File: src/rtl/uart_mmio_ctrl_if.sv
// CPU-side register bus for the UART MMIO controller.
// The master drives address/strobes/write data; the slave returns read data and the interrupt.
interface uart_mmio_ctrl_if;
    logic [1:0]  bus_addr;
    logic        bus_wr;
    logic        bus_rd;
    logic [31:0] bus_wdata;
    logic [31:0] bus_rdata;
    logic        irq;

    modport master (output bus_addr, bus_wr, bus_rd, bus_wdata, input bus_rdata, irq);
    modport slave  (input bus_addr, bus_wr, bus_rd, bus_wdata, output bus_rdata, irq);
endinterface

File: src/rtl/uart_mmio_ctrl.sv
// Memory-mapped UART controller: TX/RX byte FIFOs, CON register, a sender sequencing
// FSM with a busy watchdog, and a registered level interrupt.
//
// state       | meaning
// S_IDLE      | waiting for a queued byte and an idle sender
// S_LOAD      | byte latched on tx_data, tx_en pulsed
// S_WAIT_BUSY | waiting for the sender to go busy, watchdog running
// S_WAIT_DONE | sender busy, waiting for it to return idle
module uart_mmio_ctrl #(
    parameter int TX_DEPTH     = 4,
    parameter int RX_DEPTH     = 4,
    parameter int BUSY_TIMEOUT = 4095
) (
    input  logic              sysclk,
    input  logic              reset,
    uart_mmio_ctrl_if.slave   bus,
    output logic [7:0]        tx_data,
    output logic              tx_en,
    input  logic              tx_status,
    input  logic [7:0]        rx_data,
    input  logic              rx_status
);
    localparam int TXA = $clog2(TX_DEPTH);
    localparam int RXA = $clog2(RX_DEPTH);
    localparam int WDW = $clog2(BUSY_TIMEOUT + 1);
    localparam logic [TXA:0] TX_FULL_CNT = (TXA + 1)'(TX_DEPTH);
    localparam logic [RXA:0] RX_FULL_CNT = (RXA + 1)'(RX_DEPTH);

    typedef enum logic [1:0] {S_IDLE, S_LOAD, S_WAIT_BUSY, S_WAIT_DONE} state_t;

    state_t           state;
    logic [WDW-1:0]   wd_cnt;
    logic             tx_meta, tx_s, rx_meta, rx_s, rx_s_d;
    logic [7:0]       tx_mem [TX_DEPTH];
    logic [7:0]       rx_mem [RX_DEPTH];
    logic [TXA-1:0]   tx_wp, tx_rp;
    logic [RXA-1:0]   rx_wp, rx_rp;
    logic [TXA:0]     tx_cnt;
    logic [RXA:0]     rx_cnt;
    logic             rx_ie, tx_ie, rx_ovr, tx_ovf, tx_tmo, irq_q;

    logic wr_txd, rd_rxd, wr_con;
    logic tx_empty, tx_full, rx_empty, rx_full, tx_idle;
    logic tx_pop, tx_push, tx_ovf_set, rx_req, rx_pop, rx_push, rx_ovr_set, tx_tmo_set;
    logic [31:0] con_val;
    logic unused_wdata;

    assign unused_wdata = &{1'b0, bus.bus_wdata[31:8]};

    assign wr_txd = bus.bus_wr && (bus.bus_addr == 2'd0);
    assign rd_rxd = bus.bus_rd && (bus.bus_addr == 2'd1);
    assign wr_con = bus.bus_wr && (bus.bus_addr == 2'd2);

    assign tx_empty = (tx_cnt == '0);
    assign tx_full  = (tx_cnt == TX_FULL_CNT);
    assign rx_empty = (rx_cnt == '0);
    assign rx_full  = (rx_cnt == RX_FULL_CNT);
    assign tx_idle  = tx_empty && (state == S_IDLE);

    // A pop in the same cycle frees the slot, so a push into a full FIFO still lands.
    assign tx_pop     = (state == S_IDLE) && !tx_empty && tx_s;
    assign tx_push    = wr_txd && (!tx_full || tx_pop);
    assign tx_ovf_set = wr_txd && !tx_push;

    assign rx_req     = rx_s && !rx_s_d;
    assign rx_pop     = rd_rxd && !rx_empty;
    assign rx_push    = rx_req && (!rx_full || rx_pop);
    assign rx_ovr_set = rx_req && !rx_push;

    assign tx_tmo_set = (state == S_WAIT_BUSY) && tx_s && (wd_cnt == WDW'(1));

    assign con_val = {24'b0, tx_tmo, tx_ovf, rx_ovr, tx_idle, tx_full, !rx_empty, tx_ie, rx_ie};
    assign bus.irq = irq_q;

    always_comb begin
        bus.bus_rdata = '0;
        if (bus.bus_rd) begin
            case (bus.bus_addr)
                2'd1:    if (!rx_empty) bus.bus_rdata = {24'b0, rx_mem[rx_rp]};
                2'd2:    bus.bus_rdata = con_val;
                default: bus.bus_rdata = '0;
            endcase
        end
    end

    // Synchronisers reset to the inputs' idle levels so reset release creates no edge.
    always_ff @(posedge sysclk or posedge reset) begin
        if (reset) begin
            tx_meta <= 1'b1;
            tx_s    <= 1'b1;
            rx_meta <= 1'b0;
            rx_s    <= 1'b0;
            rx_s_d  <= 1'b0;
        end else begin
            tx_meta <= tx_status;
            tx_s    <= tx_meta;
            rx_meta <= rx_status;
            rx_s    <= rx_meta;
            rx_s_d  <= rx_s;
        end
    end

    always_ff @(posedge sysclk) begin
        if (tx_push) tx_mem[tx_wp] <= bus.bus_wdata[7:0];
        if (rx_push) rx_mem[rx_wp] <= rx_data;
    end

    always_ff @(posedge sysclk or posedge reset) begin
        if (reset) begin
            tx_wp  <= '0;
            tx_rp  <= '0;
            tx_cnt <= '0;
            rx_wp  <= '0;
            rx_rp  <= '0;
            rx_cnt <= '0;
        end else begin
            if (tx_push) tx_wp <= tx_wp + 1'b1;
            if (tx_pop)  tx_rp <= tx_rp + 1'b1;
            case ({tx_push, tx_pop})
                2'b10:   tx_cnt <= tx_cnt + 1'b1;
                2'b01:   tx_cnt <= tx_cnt - 1'b1;
                default: tx_cnt <= tx_cnt;
            endcase
            if (rx_push) rx_wp <= rx_wp + 1'b1;
            if (rx_pop)  rx_rp <= rx_rp + 1'b1;
            case ({rx_push, rx_pop})
                2'b10:   rx_cnt <= rx_cnt + 1'b1;
                2'b01:   rx_cnt <= rx_cnt - 1'b1;
                default: rx_cnt <= rx_cnt;
            endcase
        end
    end

    always_ff @(posedge sysclk or posedge reset) begin
        if (reset) begin
            state   <= S_IDLE;
            tx_en   <= 1'b0;
            tx_data <= 8'h00;
            wd_cnt  <= '0;
        end else begin
            tx_en <= 1'b0;
            case (state)
                S_IDLE: if (tx_pop) begin
                    tx_data <= tx_mem[tx_rp];
                    tx_en   <= 1'b1;
                    state   <= S_LOAD;
                end
                S_LOAD: begin
                    wd_cnt <= WDW'(BUSY_TIMEOUT);
                    state  <= S_WAIT_BUSY;
                end
                // Down-counter: the last watchdog cycle is the one holding 1.
                S_WAIT_BUSY: begin
                    if (!tx_s)                   state  <= S_WAIT_DONE;
                    else if (wd_cnt == WDW'(1))  state  <= S_IDLE;
                    else                         wd_cnt <= wd_cnt - 1'b1;
                end
                S_WAIT_DONE: if (tx_s) state <= S_IDLE;
                default: state <= S_IDLE;
            endcase
        end
    end

    // Sticky flags: a set event in the same cycle as a write-1-clear wins.
    always_ff @(posedge sysclk or posedge reset) begin
        if (reset) begin
            rx_ie  <= 1'b0;
            tx_ie  <= 1'b0;
            rx_ovr <= 1'b0;
            tx_ovf <= 1'b0;
            tx_tmo <= 1'b0;
            irq_q  <= 1'b0;
        end else begin
            if (wr_con) begin
                rx_ie <= bus.bus_wdata[0];
                tx_ie <= bus.bus_wdata[1];
            end
            rx_ovr <= rx_ovr_set || (rx_ovr && !(wr_con && bus.bus_wdata[5]));
            tx_ovf <= tx_ovf_set || (tx_ovf && !(wr_con && bus.bus_wdata[6]));
            tx_tmo <= tx_tmo_set || (tx_tmo && !(wr_con && bus.bus_wdata[7]));
            irq_q  <= (rx_ie && !rx_empty) || (tx_ie && tx_idle);
        end
    end
endmodule

File: src/flat_wrapper.sv
// flat-port wrapper written by rule: the top's interface ports become plain ports
module uart_mmio_ctrl_flat 
#(
    parameter int TX_DEPTH     = 4,
    parameter int RX_DEPTH     = 4,
    parameter int BUSY_TIMEOUT = 4095
)
  (sysclk, reset, tx_data, tx_en, tx_status, rx_data, rx_status, bus_bus_addr, bus_bus_wr, bus_bus_rd, bus_bus_wdata, bus_bus_rdata, bus_irq);
  uart_mmio_ctrl_if bus_i ();
  input  logic sysclk;
  input  logic reset;
  output logic [7:0] tx_data;
  output logic tx_en;
  input  logic tx_status;
  input  logic [7:0] rx_data;
  input  logic rx_status;
  input wire logic [$bits(bus_i.bus_addr)-1:0] bus_bus_addr;
  input wire logic [$bits(bus_i.bus_wr)-1:0] bus_bus_wr;
  input wire logic [$bits(bus_i.bus_rd)-1:0] bus_bus_rd;
  input wire logic [$bits(bus_i.bus_wdata)-1:0] bus_bus_wdata;
  output wire logic [$bits(bus_i.bus_rdata)-1:0] bus_bus_rdata;
  output wire logic [$bits(bus_i.irq)-1:0] bus_irq;
  assign bus_i.bus_addr = bus_bus_addr;
  assign bus_i.bus_wr = bus_bus_wr;
  assign bus_i.bus_rd = bus_bus_rd;
  assign bus_i.bus_wdata = bus_bus_wdata;
  assign bus_bus_rdata = bus_i.bus_rdata;
  assign bus_irq = bus_i.irq;
  uart_mmio_ctrl #(.TX_DEPTH(TX_DEPTH), .RX_DEPTH(RX_DEPTH), .BUSY_TIMEOUT(BUSY_TIMEOUT)) u_core (.sysclk(sysclk), .reset(reset), .bus(bus_i), .tx_data(tx_data), .tx_en(tx_en), .tx_status(tx_status), .rx_data(rx_data), .rx_status(rx_status));
endmodule
File: config.mk
export PLATFORM = sky130hd
export DESIGN_NAME = uart_mmio_ctrl_flat
export DESIGN_NICKNAME = d
export VERILOG_FILES = /design/src/rtl/uart_mmio_ctrl_if.sv /design/src/rtl/uart_mmio_ctrl.sv /design/src/flat_wrapper.sv
export SDC_FILE = /design/constraint.sdc
export NUM_CORES = 1
export LEC_CHECK = 0
export ABC_AREA = 1
export ABC_CLOCK_PERIOD_IN_PS = 1700
export CORE_MARGIN = 5
export CORE_UTILIZATION = 48
export DETAILED_ROUTE_END_ITERATION = 8
export GPL_ROUTABILITY_DRIVEN = 0
export PLACE_DENSITY = 0.83
export SETUP_SLACK_MARGIN = 0.5
export SLEW_MARGIN = 0
export SYNTH_ARGS = -nofsm -noshare
export SYNTH_HDL_FRONTEND = slang
export SYNTH_SLANG_ARGS = --single-unit
File: constraint.sdc
create_clock -name sysclk -period 1.7 [get_ports sysclk]
set_input_delay 0.34 -clock sysclk [delete_from_list [all_inputs] [get_ports sysclk]]
set_output_delay 0.34 -clock sysclk [all_outputs]
set_load 0.03 [all_outputs]
==> results_dict.tcl, run 1 <==
set metrics [dict create \
    insertion_delay_ps 390 \
    initial_core_util_pct 48.98 \
    vdd_drop_max_v 0.0008940 \
    antenna_found_initial 0 \
    wl_met3_um 877 \
    vias_per_cell 5.387 \
    num_vias 4579 \
    startpoint_type "register" \
    fin_crit_sh_pct 127.7 \
    yosysSeqAreaShare_pct 58.61 \
    wl_met2_um 8702 \
    hold_viol_final 0 \
    cts.reportedPaths.clkPinSlew_ps 120 \
    drt-met1-wl_um 5580 \
    first_pass_iters 4 \
    cp_top_family "flip-flops" \
    drv_slew 0 \
    root_buffer "clkbuf_8" \
    p_leak_nw 3.364 \
    top_layer_used "met4" \
    synthToLayoutAreaGrowth_pct 50.92 \
    dpl.hpwl_um 7983 \
    nFillCells 686 \
    drive_gt1_share_pct 43.94 \
    post_drt_wl_per_cell_um 19.04 \
    dpl.cell_count 755 \
    most-common-layout-cells "nor2_1, edfxtp_1, nand2_1, buf_4, buf_6" \
    min_path_type "input pin to async pin" \
    gr-total-overflow 0 \
    die_h_um 115.4 \
    wirelength_um 16190 \
    seq_area_um2 3132 \
    path_max_fanout 17 \
    cts_made_buffers 9 \
    port_buffers 41 \
    fin_skew_ps 15.18 \
    antenna_left 0 \
    multiInputGateArea_um2 2577 \
    max_cap_viol_count 0 \
    rsz0062_at_grt "true" \
    place_ws_ps -525.9 \
    path_buf_inv 3 \
    drt_iter0_markers 287 \
    cts_tree "yes" \
    ys_types 30 \
    die_w_um 115.4 \
    ys_warn_count 0 \
    failed_checks "setup timing" \
    critical_path_class "register to primary output" \
    grt_max_degree 20 \
    outcome "finished with violations" \
    final_cells 850 \
    drc 0 \
    grt_pass1_wl_um 21480 \
    syn_area_um2 5333 \
    power_density_nw_per_um2 1665 \
    fin_util_pct 73.91 \
    die_area_um2 13320 \
    fin_crit_ps 2170 \
    setup_viol 18 \
    synthCells 554 \
    core_area_um2 10890 \
    grt_usage_pct 20.80 \
    nets 772 \
    slowest_delay_ps 510 \
    power_mw 13.40 \
    cts_num_sinks 112 \
    grt_pass1_vias 4430 \
    path_cells "buf_12, clkinv_8, o21ai_0, o21ai_2, nand2_2, a21oi_4, buf_6" \
    syn_avg_cell_area_um2 9.626 \
    htree_num_levels 3 \
    holdWs_ps 285.2 \
    rows 38 \
    required_ps 1360 \
    cts_hold_buffers 0 \
    antennaDiodeCount 0 \
    fmax_mhz 460.7 \
    layout_setup_ws_ps -470.5 \
    clk_path_buf_depth 2 \
    end_kind "primary output" \
    io_pins 90 \
    synth-seq-cells 112 \
    cpMaxStageDelayCell "dfrtp_2" \
    crit_arrival_ps 1830 \
]
sequential cells by signal (all words and copies together) (netlist names):
signal,count
u_core.tx_mem,32
u_core.state,2
u_core.tx_meta,1
u_core.rx_s_d,1
u_core.tx_cnt,3
u_core.tx_en,1
u_core.rx_cnt,3
u_core.bus.irq,1
u_core.rx_mem,32
u_core.tx_rp,2
u_core.wd_cnt,12
u_core.rx_s,1
u_core.rx_ovr,1
u_core.tx_ie,1
u_core.tx_wp,2
u_core.tx_s,1
u_core.tx_ovf,1
u_core.rx_ie,1
u_core.rx_meta,1
u_core.tx_data,8
u_core.rx_rp,2
u_core.tx_tmo,1
u_core.rx_wp,2
cells by family after synthesis:
family | after synthesis | share of synthesized area, %
AOI/OAI and AO/OA | 73 | 7.109
and+or+nand+nor | 246 | 19.12
buffers and inverters | 97 | 9.362
DFF | 112 | 58.61
adders and majority gates | 19 | 4.740
xor gates and xnor gates | 6 | 0.9854
other | 1 | 0.07032
cell type report:
cell class / count / area share [%]
clock inverter: 6 / 0.6530
multi-input combinational: 368 / 32.03
timing repair buffer: 157 / 21.35
inverter: 57 / 3.296
sequential: 112 / 38.91
clock buffer: 10 / 1.586
tap: 140 / 2.177
worst paths after layout:
path                                      start               end  slack (ps)  cells after the start
worst max-delay path            u_core.rx_rp[0]  bus_bus_rdata[7]        -470                      7
worst min-delay path                      reset  u_core.wd_cnt[6]         290                      2
worst max register to register  u_core.state[0]  u_core.tx_cnt[2]        -160                     14
worst min register to register   u_core.tx_meta       u_core.tx_s         350                      0
max in group asynchronous                 reset     u_core.tx_tmo         920                      3
min in group sysclk                   tx_status    u_core.tx_meta         350                      1
repair_timing:
item / 4_1_cts / 5_1_grt
gates resized for setup: 181 / 131
endpoints found under the setup margin: 123 / 123
gates cloned: 1 / 3
pin swaps: 33 / 57
buffers inserted: 44 / 31
power by group:
part	switching [mW]	internal (mW)	total, mW
clock	1.01	0.560	1.57
combinational	4.21	3.56	7.76
sequential	0.543	3.52	4.06
total	5.76	7.63	13.4
worst reg2reg max path, delay by kind of cell, from the launching register on:
kind | cells | cell delay, ps
AND/OR/NAND/NOR | 7 | 470
flip-flops | 1 | 430
adder cells (fa/ha/maj) | 2 | 540
buffers and inverters | 5 | 320
synth_stat cells:
| cell | number | area share, % |
|---|---|---|
| edfxtp_1 | 64 | 36 |
| nand3_2 | 1 | 0.19 |
| ha_1 | 17 | 4.0 |
| inv_1 | 55 | 3.9 |
| nor2_2 | 3 | 0.35 |
| nor2_1 | 95 | 6.7 |
| a31oi_1 | 8 | 0.94 |
| nand4_1 | 4 | 0.47 |
| inv_2 | 2 | 0.14 |
| clkbuf_1 | 4 | 0.28 |
| nor2_4 | 2 | 0.42 |
| nand2_4 | 1 | 0.21 |
| conb_1 | 1 | 0.070 |
| fa_1 | 2 | 0.75 |
| buf_2 | 6 | 0.56 |
| o21ai_0 | 50 | 4.7 |
| a21oi_1 | 13 | 1.2 |
| nand2_2 | 2 | 0.23 |
| nand2_1 | 107 | 7.5 |
| nand3_1 | 27 | 2.5 |
| buf_4 | 26 | 3.7 |
| buf_6 | 4 | 0.84 |
| nand3b_1 | 2 | 0.28 |
| dfstp_2 | 2 | 0.99 |
| dfrtp_1 | 46 | 22 |
| a21boi_1 | 1 | 0.14 |
| xor2_1 | 6 | 0.99 |
| nor3_1 | 1 | 0.094 |
| or2_2 | 1 | 0.12 |
| o22ai_1 | 1 | 0.12 |
routing by layer:
layer	global-route usage (%)	vias to the layer above
li1	-	2055
met5	0	-
met3	3.368	73
met4	7.981	0
met1	23.31	2246
met2	39.27	205
stage by stage:
step | area [µm²] | TNS [ps]
after detailed placement | 6280 | -33230
after global placement | 6280 | -30990
after global routing | 8048 | -4921
after CTS | 7231 | -2667
after floorplan | 5688 | 0
final | 8048 | -3728
(Power assumes the default switching activity.)
==> run 2, diff against run 1 <==
Settings changed: GPL_TIMING_DRIVEN set to 0.
==> run 2 against run 1 <==
Largest cell class unchanged. Largest power group unchanged. Worst setup slack improved by 68 ps. Global-route usage fell by 0.64 points. Sequential share of layout area rose by 2.1 points. Clock-buffer cell count fell by 1. The flow still finishes with violations (setup timing).
==> results_dict.tcl, run 2 (synthesis results as in run 1) <==
set metrics [dict create \
    reg_top3 "u_core.rx_mem: 32 flops, u_core.tx_mem: 32 flops, u_core.wd_cnt: 12 flops" \
    dpl.hpwl_um 7925 \
    p_leak_nw 3.227 \
    antenna_left 0 \
    io_pins 90 \
    grt_pass1_wl_um 20980 \
    cts.reportedPaths.clkPinSlew_ps 130 \
    port_buffers 41 \
    max_cap_viol_count 0 \
    antenna_found_initial 0 \
    crit_arrival_ps 1760 \
    drc 0 \
    fmax_mhz 475.7 \
    grt_pass1_vias 4545 \
    most-common-layout-cells "nor2_1, nand2_1, edfxtp_1, buf_6, buf_4" \
    slowest_delay_ps 390 \
    cts_tree "yes" \
    fin_crit_sh_pct 123.7 \
    nets 762 \
    insertion_delay_ps 390 \
    fin_area_um2 7635 \
    cts_num_sinks 112 \
    crit_top_cell "buf_6" \
    path_cells "buf_6, clkinv_8, buf_8, nor2_1, o21ai_1, nand2_1, a21oi_4, buf_6" \
    hold_viol_final 0 \
    grt_max_degree 49 \
    grt_usage_pct 20.17 \
    power_mw 12.69 \
    core_area_um2 10890 \
    holdWs_ps 325.6 \
    min_path_type "input pin to async pin" \
    antennaDiodeCount 0 \
    vdd_drop_max_v 0.001129 \
    drive_gt1_share_pct 39.14 \
    dpl_cell_area_um2 6274 \
    drv_slew 0 \
    power_density_nw_per_um2 1663 \
    gr-total-overflow 0 \
    outcome "finished with violations" \
    post_drt_wl_per_cell_um 16.54 \
    failed_checks "setup timing" \
    path_max_fanout 8 \
    critical_path_class "register to primary output" \
    die_w_um 115.4 \
    required_ps 1360 \
    drt_iter0_markers 276 \
    clk_path_buf_depth 2 \
    wirelength_um 13890 \
    tightest_slew_ps 1060 \
    cpMaxStageDelayCell "dfrtp_1" \
    setup_viol 25 \
    fin_util_pct 70.12 \
    cts_made_buffers 9 \
    die_h_um 115.4 \
    initial_core_util_pct 48.98 \
    die_area_um2 13320 \
    layout_setup_ws_ps -402.4 \
    relSlewSlack_pct 29.21 \
    rsz0062_at_grt "true" \
    cp_top_family "buffers and inverters" \
    path_buf_inv 4 \
    htree_num_levels 3 \
    rows 38 \
    startpoint_type "register" \
    fin_crit_ps 2102 \
    root_buffer "clkbuf_8" \
    cts_hold_buffers 0 \
    num_vias 4322 \
    end_kind "primary output" \
    synthToLayoutAreaGrowth_pct 43.17 \
    fin_skew_ps 13.42 \
    first_pass_iters 5 \
    final_common_cell "nor2_1" \
    vias_per_cell 5.145 \
]
-- run 2: cell type report --
class | count | area, µm²
flip-flops and latches | 112 | 3128
well taps | 140 | 175.2
repair buffers | 107 | 1090
clock buffers | 9 | 123.9
multi-input cells | 368 | 2422
clock inverters | 7 | 91.34
inverters | 57 | 255.2
fillers | 721 | 3253
plain buffers | 40 | 349.1
-- run 2: power breakdown --
| group | switching [mW] | internal, mW |
|---|---|---|
| logic | 3.88 | 3.13 |
| registers | 0.470 | 3.51 |
| clock network | 1.08 | 0.622 |
| total | 5.44 | 7.26 |
-- run 2: worst register-to-register path: cells and delay by family, from the launching register on --
family | cells | cell delay [ps]
AO/OA/AOI/OAI | 1 | 210
adder cells (fa/ha/maj) | 1 | 150
buffers and inverters | 7 | 800
flip-flops | 1 | 430
AND/OR/NAND/NOR | 3 | 240
-- run 2: routing by layer --
| metal | up-vias | share of wire, % | GRT usage, % |
|---|---|---|---|
| met5 | - | 0 | 0 |
| met4 | 0 | 3.0 | 7.668 |
| met3 | 38 | 6.6 | 4.526 |
| met2 | 174 | 53 | 37.92 |
| met1 | 2080 | 37 | 21.93 |
| li1 | 2030 | - | - |
-- run 2: final timing paths --
path	start	end	slack, ps	cells past startpoint
worst max-delay path	u_core.rx_rp[0]	bus_bus_rdata[3]	-400	8
worst min-delay path	reset	u_core.tx_en	330	2
worst max register to register	u_core.state[1]	u_core.wd_cnt[3]	-170	12
worst min register to register	u_core.rx_meta	u_core.rx_s	370	0
max in group asynchronous	reset	u_core.tx_cnt[0]	750	2
min in group sysclk	tx_status	u_core.tx_meta	350	1
-- run 2: timing repair --
item	in CTS	in global routing
setup buffers	49	10
setup endpoints to repair	124	122
resized for setup	226	91
cloned	7	0
pin swaps	42	31
-- run 2: through the flow --
stage	TNS (ps)	std cells	setup WS [ps]
after CTS	-4086	830	-359.2
after global placement	-44660	758	-1178
after detailed placement	-47440	758	-1172
after floorplan	0	577	21.70
after global routing	-6843	840	-479.1
final	-4773	840	-402.4
==> run 3, diff against run 2 <==
Settings changed: GPL_TIMING_DRIVEN 0 to unset.
==> results of run 3 <==
Same layout as run 1: the final DEF is identical, and so are final timing and power.
